==> src/rtl/dma_pkg.sv <==
// Shared types and constants for the DMA stream writer.
// AXI3 encodings, FSM states and beat-size helper.
package dma_pkg;

    typedef enum logic [2:0] {
        ST_IDLE,
        ST_FILL,
        ST_ADDR,
        ST_DATA,
        ST_RESP,
        ST_DONE,
        ST_ERROR
    } state_t;

    localparam logic [1:0] AXI_BURST_INCR = 2'b01;
    localparam logic [1:0] AXI_RESP_OKAY  = 2'b00;

    function automatic logic [2:0] awsize_of(input int unsigned data_w);
        return 3'($clog2(data_w / 8));
    endfunction

endpackage

==> src/rtl/dma_stream_writer_if.sv <==
// AXI3 write-only channel bundle (AW, W, B).
// Master drives addresses/data, slave returns ready and response.
interface dma_stream_writer_if #(
    parameter int DATA_W = 64
);

    logic [31:0]         awaddr;
    logic                awvalid;
    logic                awready;
    logic [3:0]          awlen;
    logic [2:0]          awsize;
    logic [1:0]          awburst;
    logic [DATA_W-1:0]   wdata;
    logic [DATA_W/8-1:0] wstrb;
    logic                wvalid;
    logic                wready;
    logic                wlast;
    logic                bvalid;
    logic [1:0]          bresp;
    logic                bready;

    modport master (
        output awaddr, awvalid, awlen, awsize, awburst,
        output wdata, wstrb, wvalid, wlast, bready,
        input  awready, wready, bvalid, bresp
    );

    modport slave (
        input  awaddr, awvalid, awlen, awsize, awburst,
        input  wdata, wstrb, wvalid, wlast, bready,
        output awready, wready, bvalid, bresp
    );

endinterface

==> src/rtl/posedge_detector.sv <==
// Rising-edge detector for a level input.
// The previous level is registered; the pulse lasts one cycle.
module posedge_detector (
    input  logic clk,
    input  logic rst_n,
    input  logic level,
    output logic pulse
);

    logic level_q;

    // Remember last cycle's level.
    always_ff @(posedge clk or negedge rst_n) begin
        if (!rst_n) begin
            level_q <= 1'b0;
        end else begin
            level_q <= level;
        end
    end

    assign pulse = level & ~level_q;

endmodule

==> src/rtl/sync_fifo.sv <==
// First-word-fall-through FIFO with occupancy count.
// A full FIFO still accepts a push when a pop frees a slot.
module sync_fifo #(
    parameter int DATA_W     = 64,
    parameter int FIFO_DEPTH = 32
) (
    input  logic                          clk,
    input  logic                          rst_n,
    input  logic                          flush,
    input  logic                          push,
    input  logic                          pop,
    input  logic [DATA_W-1:0]             wdata,
    output logic [DATA_W-1:0]             rdata,
    output logic [$clog2(FIFO_DEPTH):0]   count,
    output logic                          full
);

    localparam int AW = $clog2(FIFO_DEPTH);
    localparam logic [AW:0] FULL_CNT = (AW + 1)'(FIFO_DEPTH);

    logic [DATA_W-1:0] mem [FIFO_DEPTH];
    logic [AW-1:0]     wr_ptr;
    logic [AW-1:0]     rd_ptr;
    logic              empty;
    logic              do_push;
    logic              do_pop;

    assign empty   = (count == '0);
    assign full    = (count == FULL_CNT);
    assign do_pop  = pop && !empty;
    assign do_push = push && (!full || do_pop);
    assign rdata   = mem[rd_ptr];

    // Storage array; contents need no reset.
    always_ff @(posedge clk) begin
        if (do_push) begin
            mem[wr_ptr] <= wdata;
        end
    end

    // Pointers and count; flush discards everything.
    always_ff @(posedge clk or negedge rst_n) begin
        if (!rst_n) begin
            wr_ptr <= '0;
            rd_ptr <= '0;
            count  <= '0;
        end else if (flush) begin
            wr_ptr <= '0;
            rd_ptr <= '0;
            count  <= '0;
        end else begin
            if (do_push) begin
                wr_ptr <= wr_ptr + 1'b1;
            end
            if (do_pop) begin
                rd_ptr <= rd_ptr + 1'b1;
            end
            if (do_push && !do_pop) begin
                count <= count + 1'b1;
            end else if (do_pop && !do_push) begin
                count <= count - 1'b1;
            end
        end
    end

endmodule

==> src/rtl/dma_stream_writer.sv <==
// Streams samples into a DDR window as fixed-length AXI3 bursts.
// One-shot or ring capture, bounded retry on error, abort, counters.
module dma_stream_writer #(
    parameter int          DATA_W     = 64,
    parameter int          BURST_LEN  = 16,
    parameter int          FIFO_DEPTH = 32,
    parameter logic [31:0] BASE_ADDR  = 32'h1000_0000,
    parameter logic [31:0] BUF_BYTES  = 32'h000C_3500,
    parameter int          MAX_RETRY  = 3
) (
    input  logic              aclk,
    input  logic              rst_ni,
    input  logic              start_i,
    input  logic              abort_i,
    input  logic              mode_i,
    input  logic [DATA_W-1:0] s_data_i,
    input  logic              s_valid_i,
    output logic              s_ready_o,
    dma_stream_writer_if.master m_axi,
    output logic              busy_o,
    output logic              done_o,
    output logic              wrap_o,
    output logic              err_o,
    output logic              overflow_o,
    output logic [31:0]       burst_cnt_o
);

    import dma_pkg::*;

    localparam int          BEAT_BYTES  = DATA_W / 8;
    localparam logic [31:0] BURST_BYTES = 32'(BURST_LEN * BEAT_BYTES);
    localparam logic [31:0] END_ADDR    = BASE_ADDR + BUF_BYTES;
    localparam int          CNT_W       = $clog2(FIFO_DEPTH) + 1;
    localparam logic [CNT_W-1:0] FILL_LEVEL = CNT_W'(BURST_LEN);
    localparam logic [3:0]  LAST_BEAT   = 4'(BURST_LEN - 1);
    localparam logic [7:0]  RETRY_LIMIT = 8'(MAX_RETRY);

    if (DATA_W != 32 && DATA_W != 64) begin : g_bad_data_w
        $error("DATA_W must be 32 or 64");
    end
    if (BURST_LEN < 1 || BURST_LEN > 16) begin : g_bad_burst
        $error("BURST_LEN must be 1..16");
    end
    if ((FIFO_DEPTH & (FIFO_DEPTH - 1)) != 0 ||
        FIFO_DEPTH < BURST_LEN) begin : g_bad_depth
        $error("FIFO_DEPTH must be a power of 2 >= BURST_LEN");
    end
    if (BASE_ADDR % BURST_BYTES != 0) begin : g_bad_base
        $error("BASE_ADDR must be burst aligned");
    end
    if (BUF_BYTES == 0 ||
        BUF_BYTES % BURST_BYTES != 0) begin : g_bad_buf
        $error("BUF_BYTES must be a multiple of the burst size");
    end
    if (MAX_RETRY < 1) begin : g_bad_retry
        $error("MAX_RETRY must be at least 1");
    end

    state_t            state;
    state_t            state_d;
    logic [31:0]       addr;
    logic [31:0]       addr_d;
    logic [31:0]       cnt;
    logic [31:0]       cnt_d;
    logic [3:0]        beat;
    logic [3:0]        beat_d;
    logic [7:0]        retry;
    logic [7:0]        retry_d;
    logic              err;
    logic              err_d;
    logic              ovf;
    logic              ovf_d;
    logic              wrap;
    logic              wrap_d;
    logic              mode;
    logic              mode_d;
    logic              abort_pend;
    logic              abort_d;
    logic              flush;
    logic              start_edge;
    logic              busy;
    logic              push;
    logic              pop;
    logic              fifo_full;
    logic [CNT_W-1:0]  fifo_count;
    logic [DATA_W-1:0] fifo_rdata;
    logic [31:0]       next_addr;

    posedge_detector u_start_edge (
        .clk   (aclk),
        .rst_n (rst_ni),
        .level (start_i),
        .pulse (start_edge)
    );

    sync_fifo #(
        .DATA_W     (DATA_W),
        .FIFO_DEPTH (FIFO_DEPTH)
    ) u_fifo (
        .clk   (aclk),
        .rst_n (rst_ni),
        .flush (flush),
        .push  (push),
        .pop   (pop),
        .wdata (s_data_i),
        .rdata (fifo_rdata),
        .count (fifo_count),
        .full  (fifo_full)
    );

    assign busy      = (state == ST_FILL) || (state == ST_ADDR) ||
                       (state == ST_DATA) || (state == ST_RESP);
    assign pop       = (state == ST_DATA) && m_axi.wready;
    assign s_ready_o = busy && (!fifo_full || pop);
    assign push      = s_valid_i && s_ready_o;
    assign next_addr = addr + BURST_BYTES;

    // Next-state and bookkeeping for the capture sequencer.
    always_comb begin
        state_d = state;
        addr_d  = addr;
        cnt_d   = cnt;
        beat_d  = beat;
        retry_d = retry;
        err_d   = err;
        ovf_d   = ovf;
        wrap_d  = 1'b0;
        mode_d  = mode;
        abort_d = abort_pend;
        flush   = 1'b0;
        if (busy && abort_i) begin
            abort_d = 1'b1;
        end
        if (busy && s_valid_i && !s_ready_o) begin
            ovf_d = 1'b1;
        end
        unique case (state)
            ST_IDLE, ST_DONE, ST_ERROR: begin
                if (start_edge) begin
                    state_d = ST_FILL;
                    flush   = 1'b1;
                    addr_d  = BASE_ADDR;
                    cnt_d   = '0;
                    beat_d  = '0;
                    retry_d = '0;
                    err_d   = 1'b0;
                    ovf_d   = 1'b0;
                    mode_d  = mode_i;
                    abort_d = 1'b0;
                end
            end
            ST_FILL: begin
                if (abort_i || abort_pend) begin
                    state_d = ST_IDLE;
                    flush   = 1'b1;
                    abort_d = 1'b0;
                end else if (fifo_count >= FILL_LEVEL) begin
                    state_d = ST_ADDR;
                end
            end
            ST_ADDR: begin
                if (m_axi.awready) begin
                    state_d = ST_DATA;
                    beat_d  = '0;
                end
            end
            ST_DATA: begin
                if (m_axi.wready) begin
                    beat_d = beat + 4'd1;
                    if (beat == LAST_BEAT) begin
                        state_d = ST_RESP;
                    end
                end
            end
            ST_RESP: begin
                if (m_axi.bvalid) begin
                    if (m_axi.bresp == AXI_RESP_OKAY) begin
                        retry_d = '0;
                        cnt_d   = cnt + 32'd1;
                        if (next_addr >= END_ADDR) begin
                            if (mode) begin
                                addr_d  = BASE_ADDR;
                                wrap_d  = 1'b1;
                                state_d = ST_FILL;
                            end else begin
                                state_d = ST_DONE;
                            end
                        end else begin
                            addr_d  = next_addr;
                            state_d = ST_FILL;
                        end
                    end else begin
                        err_d   = 1'b1;
                        retry_d = retry + 8'd1;
                        if (retry + 8'd1 >= RETRY_LIMIT) begin
                            state_d = ST_ERROR;
                        end else begin
                            state_d = ST_FILL;
                        end
                    end
                end
            end
            default: begin
                state_d = ST_IDLE;
            end
        endcase
    end

    // Sequencer state and status registers.
    always_ff @(posedge aclk or negedge rst_ni) begin
        if (!rst_ni) begin
            state      <= ST_IDLE;
            addr       <= BASE_ADDR;
            cnt        <= '0;
            beat       <= '0;
            retry      <= '0;
            err        <= 1'b0;
            ovf        <= 1'b0;
            wrap       <= 1'b0;
            mode       <= 1'b0;
            abort_pend <= 1'b0;
        end else begin
            state      <= state_d;
            addr       <= addr_d;
            cnt        <= cnt_d;
            beat       <= beat_d;
            retry      <= retry_d;
            err        <= err_d;
            ovf        <= ovf_d;
            wrap       <= wrap_d;
            mode       <= mode_d;
            abort_pend <= abort_d;
        end
    end

    assign m_axi.awaddr  = addr;
    assign m_axi.awvalid = (state == ST_ADDR);
    assign m_axi.awlen   = LAST_BEAT;
    assign m_axi.awsize  = awsize_of(DATA_W);
    assign m_axi.awburst = AXI_BURST_INCR;
    assign m_axi.wdata   = fifo_rdata;
    assign m_axi.wstrb   = '1;
    assign m_axi.wvalid  = (state == ST_DATA);
    assign m_axi.wlast   = (state == ST_DATA) && (beat == LAST_BEAT);
    assign m_axi.bready  = (state == ST_RESP);

    assign busy_o      = busy;
    assign done_o      = (state == ST_DONE);
    assign wrap_o      = wrap;
    assign err_o       = err;
    assign overflow_o  = ovf;
    assign burst_cnt_o = cnt;

endmodule
==> src/flat_wrapper.sv <==
// flat-port wrapper written by rule: the top's interface ports become plain ports
module dma_stream_writer_flat import dma_pkg::*;
#(
    parameter int          DATA_W     = 64,
    parameter int          BURST_LEN  = 16,
    parameter int          FIFO_DEPTH = 32,
    parameter logic [31:0] BASE_ADDR  = 32'h1000_0000,
    parameter logic [31:0] BUF_BYTES  = 32'h000C_3500,
    parameter int          MAX_RETRY  = 3
)
  (aclk, rst_ni, start_i, abort_i, mode_i, s_data_i, s_valid_i, s_ready_o, busy_o, done_o, wrap_o, err_o, overflow_o, burst_cnt_o, m_axi_awaddr, m_axi_awvalid, m_axi_awlen, m_axi_awsize, m_axi_awburst, m_axi_wdata, m_axi_wstrb, m_axi_wvalid, m_axi_wlast, m_axi_bready, m_axi_awready, m_axi_wready, m_axi_bvalid, m_axi_bresp);
  dma_stream_writer_if #(.DATA_W(DATA_W)) m_axi_i ();
  input  logic aclk;
  input  logic rst_ni;
  input  logic start_i;
  input  logic abort_i;
  input  logic mode_i;
  input  logic [DATA_W-1:0] s_data_i;
  input  logic s_valid_i;
  output logic s_ready_o;
  output logic busy_o;
  output logic done_o;
  output logic wrap_o;
  output logic err_o;
  output logic overflow_o;
  output logic [31:0] burst_cnt_o;
  output wire logic [$bits(m_axi_i.awaddr)-1:0] m_axi_awaddr;
  output wire logic [$bits(m_axi_i.awvalid)-1:0] m_axi_awvalid;
  output wire logic [$bits(m_axi_i.awlen)-1:0] m_axi_awlen;
  output wire logic [$bits(m_axi_i.awsize)-1:0] m_axi_awsize;
  output wire logic [$bits(m_axi_i.awburst)-1:0] m_axi_awburst;
  output wire logic [$bits(m_axi_i.wdata)-1:0] m_axi_wdata;
  output wire logic [$bits(m_axi_i.wstrb)-1:0] m_axi_wstrb;
  output wire logic [$bits(m_axi_i.wvalid)-1:0] m_axi_wvalid;
  output wire logic [$bits(m_axi_i.wlast)-1:0] m_axi_wlast;
  output wire logic [$bits(m_axi_i.bready)-1:0] m_axi_bready;
  input wire logic [$bits(m_axi_i.awready)-1:0] m_axi_awready;
  input wire logic [$bits(m_axi_i.wready)-1:0] m_axi_wready;
  input wire logic [$bits(m_axi_i.bvalid)-1:0] m_axi_bvalid;
  input wire logic [$bits(m_axi_i.bresp)-1:0] m_axi_bresp;
  assign m_axi_awaddr = m_axi_i.awaddr;
  assign m_axi_awvalid = m_axi_i.awvalid;
  assign m_axi_awlen = m_axi_i.awlen;
  assign m_axi_awsize = m_axi_i.awsize;
  assign m_axi_awburst = m_axi_i.awburst;
  assign m_axi_wdata = m_axi_i.wdata;
  assign m_axi_wstrb = m_axi_i.wstrb;
  assign m_axi_wvalid = m_axi_i.wvalid;
  assign m_axi_wlast = m_axi_i.wlast;
  assign m_axi_bready = m_axi_i.bready;
  assign m_axi_i.awready = m_axi_awready;
  assign m_axi_i.wready = m_axi_wready;
  assign m_axi_i.bvalid = m_axi_bvalid;
  assign m_axi_i.bresp = m_axi_bresp;
  dma_stream_writer #(.DATA_W(DATA_W), .BURST_LEN(BURST_LEN), .FIFO_DEPTH(FIFO_DEPTH), .BASE_ADDR(BASE_ADDR), .BUF_BYTES(BUF_BYTES), .MAX_RETRY(MAX_RETRY)) u_core (.aclk(aclk), .rst_ni(rst_ni), .start_i(start_i), .abort_i(abort_i), .mode_i(mode_i), .s_data_i(s_data_i), .s_valid_i(s_valid_i), .s_ready_o(s_ready_o), .m_axi(m_axi_i), .busy_o(busy_o), .done_o(done_o), .wrap_o(wrap_o), .err_o(err_o), .overflow_o(overflow_o), .burst_cnt_o(burst_cnt_o));
endmodule
==> config.mk <==
export PLATFORM = sky130hd
export DESIGN_NAME = dma_stream_writer_flat
export DESIGN_NICKNAME = d
export VERILOG_FILES = /design/src/rtl/dma_pkg.sv /design/src/rtl/dma_stream_writer_if.sv /design/src/rtl/posedge_detector.sv /design/src/rtl/sync_fifo.sv /design/src/rtl/dma_stream_writer.sv /design/src/flat_wrapper.sv
export SDC_FILE = /design/constraint.sdc
export NUM_CORES = 2
export LEC_CHECK = 0
export BUFFER_PORTS_ARGS = -buffer_cell sky130_fd_sc_hd__buf_2
export CAP_MARGIN = 0
export CORE_MARGIN = 5
export CORE_UTILIZATION = 65
export DETAILED_ROUTE_END_ITERATION = 16
export GPL_TIMING_DRIVEN = 0
export PLACE_DENSITY = 0.87
export REMOVE_ABC_BUFFERS = 1
export SLEW_MARGIN = 10
export SYNTH_ARGS = -nofsm -noshare
export SYNTH_HDL_FRONTEND = slang
export SYNTH_SLANG_ARGS = --single-unit
==> constraint.sdc <==
create_clock -name aclk -period 21.8 [get_ports aclk]
set_input_delay 0 -clock aclk [delete_from_list [all_inputs] [get_ports aclk]]
set_output_delay 0 -clock aclk [all_outputs]
set_load 0.03 [all_outputs]
Word level (Yosys, flattened, before mapping) --
Memory sizes are Yosys's and may differ from the RTL's. Cells that the tools add are included.
Storage, ports and cells: flip-flop bits (word level) 101, RAM bits 2048, input bits 75, output and inout port bits 155, memories kept 1
Memories:
- u_core.u_fifo.mem | words 32, width 64, read ports 1, clocked after memory_dff 0, wr ports 1, RTL line sync_fifo.sv:21 | logic [DATA_W-1:0] mem [FIFO_DEPTH];
Cells by class: add/sub/neg operators 8, multiplexer cells 58, reduce and logical (&&, ||, !) cells 38, magnitude comparators 3, bitwise logic cells 2, eq/ne operators 17
Operators with widths (count):
- $mux 32 | 8
- $pmux 32 s2 | 2
- $mux 3 | 11
- $add 32x1->32 const B | 1
- $add 32x8->32 const B | 1
- $ge 32x29->1 const B | 1
- $mux 8 | 3
- $mux 5 | 4
- $mux 1 | 18
- $mux 6 | 3
- $pmux 8 s2 | 1
- $pmux 3 s5 | 1
- $mux 4 | 3
- $ne 2x1->1 const B | 6
- $pmux 4 s3 | 1
- $reduce_and 4->1 | 3
- $logic_and 1x1->1 | 11
- $add 5x1->5 const B | 2
- $eq 3x3->1 const B | 3
- $add 8x1->8 const B | 1
- $ge 8x2->1 const B | 1
- $add 6x1->6 const B | 1
- $eq 3x2->1 const B | 2
- $eq 6x6->1 const B | 1
- other kinds (23) | 37

Longest topological paths before layout --
depth in word-level cells 12, depth in mapped cells 17

Hierarchy --
From an unflattened synthesis, not the netlist that was laid out.
Second synthesis, totals: cell total of the unflattened synthesis 3975, area total of the unflattened synthesis 83406.2 µm²
By module, submodules not included:
- sync_fifo | area an instance 78479.0 µm², times used 1, cells each 3400
- dma_stream_writer | area an instance 4888.4 µm², times used 1, cells each 573
- posedge_detector | area an instance 38.8 µm², times used 1, cells each 2

Least setup slack after synthesis --
Ideal clock, no wire load.
path kind flip-flop to flip-flop, start register u_core.state[0], end memory u_core.u_fifo.mem[23][0] (enable), stages on the path, launching flop included 10, path buffers 2, setup time 0.578 ns, path slack 14.496 ns, data arrival time 6.726 ns, data required time 21.222 ns, period minus slack after synthesis 7.304 ns, cell sequence dfrtp_1 > clkbuf_1 > nand2_1 > inv_1 > nand2_1 > nand4b_1 > and3_1 > clkbuf_1 > nand3_1 > nor3b_1
On the way: elaborated cells on any way between the ends 16, those cells by class eq/ne (4); mux (2); reduce/logical (10)
RTL lines:
- start: declaration | RTL line dma_stream_writer.sv:59 | state_t state;
- start signal: assignment | RTL line dma_stream_writer.sv:223 | state <= state_d;
- $eq 3x2->1 *
- net m_axi_wvalid | RTL line flat_wrapper.sv:34 | output wire logic [$bits(m_axi_i.wvalid)-1:0] m_axi_wvalid;
- $logic_or 1x1->1 or $logic_and 1x1->1 (tied branches) | RTL line dma_stream_writer.sv:111, dma_stream_writer.sv:113
- $logic_or 1x1->1 (on tied branches) | RTL line dma_stream_writer.sv:112, dma_stream_writer.sv:114
- $logic_and 1x1->1 | RTL line dma_stream_writer.sv:114 | assign s_ready_o = busy && (!fifo_full || pop);
- $logic_and 1x1->1 | RTL line dma_stream_writer.sv:115 | assign push = s_valid_i && s_ready_o;
- $logic_and 1x1->1 * | RTL line sync_fifo.sv:31 | assign do_push = push && (!full || do_pop);
- $mux 1 * | RTL line sync_fifo.sv:36 | if (do_push) begin
- $mux 1 (not written as such) * | RTL line sync_fifo.sv:37 | mem[wr_ptr] <= wdata;
- end: declaration | RTL line sync_fifo.sv:21
Mark *: on every way through the listed nets, which the timed path passes. The rest lies on a longest branch.

Worst setup path after layout --
start register u_core.u_fifo.rd_ptr[0], end output port m_axi_wdata[50]
On the way: longest elaborated chain between the ends 1
Ends and longest elaborated chain:
- start: declaration | RTL line sync_fifo.sv:23 | logic [AW-1:0] rd_ptr;
- start signal: assignment | RTL line sync_fifo.sv:56 | rd_ptr <= rd_ptr + 1'b1;
- $mem_v2 32x64
- end: declaration | RTL line flat_wrapper.sv:32 | output wire logic [$bits(m_axi_i.wdata)-1:0] m_axi_wdata;
Every way passes these cells.

==> reports/qor.csv <==
metric,value,unit
r2r_end,u_core.u_fifo.mem[7][10],
async_flop_share,0.0439,
min_period,5.25,ns
cp.required,21.80,ns
wl,268000,um
core_area,128000,um2
synthMuxAreaShare,0.183,
synth-edff-count,2048,
yosysMostFrequentCell,edfxtp_1,
fmax,190,MHz
cts_tree,built,
start_util,0.653,
skew,0.0319,ns
netlist_instances,3610,
hold_path_depth,4,
r2r_cells,14,
ys_top_cells_by_area,"edfxtp_1 74%, mux4_2 17%, dfrtp_1 2.8%",
path_max_fanout,39,
powerDensity,106,nW/um2
path_clk_slew,0.08,ns
initialDrtViolationCount,9040,
num_rows,131,
avgSynthCellArea,23.1,um2
vias,46489,
multi_input_area,18800,um2
synth.distinct_cells,76,
gr-total-overflow,0,
hold_start,abort_i,
rsz0062_at_grt,no,
synth_area,83300,um2
crit_top_cell,buf_16,
final_layout_size_suffix_gt1_frac,0.335,
relSlewSlack,0.295,
max_stage_delay,0.66,ns
holdWs,0.151,ns
clk_root_buffer_cell,clkbuf_16,
htree_levels,4,
numCtsBuffers,200,
antenna_left,0,
final_nets,4179,
slew_violations,0,
clock-sinks,2142,
startpoint_type,register,
hold_viol_final,0,
die-area,135000,um2
crit_type,reg -> out,
crit_chain,buf_16 > buf_16 > buf_16 > buf_16 > buf_16 > buf_16 > mux4_2 > mux4_2 > mux2_2 > buf_2,
synthAdderAreaFrac,0.00249,
clock_path_buffers,3,
synth-main-ff-cell,edfxtp_1,
drv_cap,0,
grt_use_total,0.402,
clk_latency,0.85,ns
pin_count,230,
fillers,5981,
drcViolationCount,0,
ys_seq_area_frac,0.767,
fp.dieH,368,um
holdPathEnd,u_core.abort_pend,
first_pass_iters,6,
tightest_slew,1.05,ns
die_w,368,um
syn_to_final_growth,16.5,%
leakage,30.7,nW
r2r-start,u_core.state[1],
grt_pass1_vias,47008,
avgViaCountPerCell,7.84,
ys_seq_elements,2142,
setup_viol_count_final,0,
synth-compound-area-share,0.0112,
grt_pass1_wl,372000,um
yosys.area.top_type,edfxtp_1,
cts_resized,0,
wire_per_inst,45.3,um
synth_top_family_by_area,multiplexers,
dp_hpwl,144000,um
end_kind,output pin,
synth_xor_area_frac,0.00473,
synth_commonest_cells,"2048 x edfxtp_1, 640 x mux4_2, 124 x clkbuf_1",
yosys.area_share.simple,0.0204,
r2r_slack,16.73,ns
ir_drop,0.104,mV
hold_path_class,in -> reg,
status,completed,
final.period_utilization,0.241,
grt_max_degree,58,
power.total,10.3,mW
place_congestion,0.804,
arrival,5.25,ns
yosysWarnings,0,
ff_latch_area,63900,um2
post_cts_buffers,0,
antenna_found_initial,9,
io_buffer_count,205,
netlist.area_leader.share,0.738,
critPathSlowestCell,dfrtp_4,
==> repair_timing <==
action                     4_1_cts  5_1_grt
setup endpoints to repair        0        0
hold endpoints to repair      2215        0
hold buffers                    86        0
==> routing by layer <==
layer	global-route usage	up-vias	wire (um)
li1	-	16318	-
met1	0.488	23370	78800
met2	0.649	5447	131000
met3	0.0951	1348	34100
met4	0.276	6	24000
met5	0	-	38
==> power breakdown <==
part / internal [mW] / leakage (nW) / switching, mW
logic: 0.883 / 7.83 / 1.09
registers: 4.61 / 19.7 / 0.0773
clock network: 1.98 / 3.19 / 1.66
==> worst max-delay path: cells and delay by family (launching register included) <==
| kind | cells | cell delay, ns |
|---|---|---|
| buffers and inverters | 7 | 2.12 |
| DFF | 1 | 0.66 |
| muxes | 3 | 1.44 |
==> cell families after synthesis <==
logic type,Yosys count
DFF,2142
other,2
muxes,711
adders and majority gates,16
AOI/OAI and AO/OA,134
buffers and inverters,226
xor gates and xnor gates,45
and+or+nand+nor,334
==> stage by stage <==
stage | setup slack, ns | cell area (um2) | setup TNS [ns] | std cells | utilization
after floorplan | 0.895 | 82500 | 0 | 3424 | -
after global placement | -7.59 | 85600 | -502.94 | 5291 | 0.671
after detailed placement | 17.27 | 89600 | 0 | 5462 | 0.702
after CTS | 16.48 | 97000 | 0 | 5921 | 0.761
after global routing | 16.28 | 97000 | 0 | 5923 | 0.761
final | 16.55 | 97000 | 0 | 5927 | 0.761
==> area by class of cell <==
| type | count | share of cell area |
|---|---|---|
| antenna | 6 | 0.000155 |
| clock buffer | 237 | 0.0539 |
| clock inverter | 136 | 0.0137 |
| inverter | 18 | 0.000697 |
| multi-input combinational | 1264 | 0.194 |
| sequential | 2142 | 0.658 |
| tap | 1662 | 0.0214 |
| timing repair buffer | 462 | 0.0580 |
==> sequential cells by signal, indices dropped and copies added, names as in the netlist, 3 cells and up <==
signal                count
u_core.burst_cnt_o       32
u_core.beat               4
u_core.u_fifo.wr_ptr      5
u_core.u_fifo.count       6
u_core.state              3
u_core.u_fifo.mem      2048
u_core.m_axi.awaddr      25
u_core.retry              8
u_core.u_fifo.rd_ptr      5
==> how the worst max path moves through the flow <==
stage	depth (start not counted)	slack [ns]	to	start
finish	10	16.55	m_axi_wdata[50]	u_core.u_fifo.rd_ptr[0]
global route	10	16.28	m_axi_wdata[50]	u_core.u_fifo.rd_ptr[0]
CTS	10	16.48	m_axi_wdata[50]	u_core.u_fifo.rd_ptr[0]
detailed placement	14	17.27	u_core.u_fifo.mem[7][7]	u_core.state[1]
global placement	4	-7.59	m_axi_wdata[7]	u_core.u_fifo.rd_ptr[0]
floorplan	3	0.90	m_axi_wdata[0]	u_core.u_fifo.rd_ptr[0]
==> layout by cell type, fill, tap and decap left out, types with 24 or more instances in the layout <==
master            n
dfrtp_1          88
mux4_2          640
buf_12           76
clkinv_1         58
xor2_1           28
buf_2           204
a21oi_1          30
nand2_1          51
nand4_1          27
edfxtp_1       2048
clkbuf_1         33
dlygate4sd3_1    85
nor2_1           80
nor2_4           31
clkinv_2         35
o21ai_0          30
clkbuf_16       204
conb_1           24
mux2_2           67
buf_16           73
nand3_1          28
No activity file was read; power rests on OpenSTA's default activity.
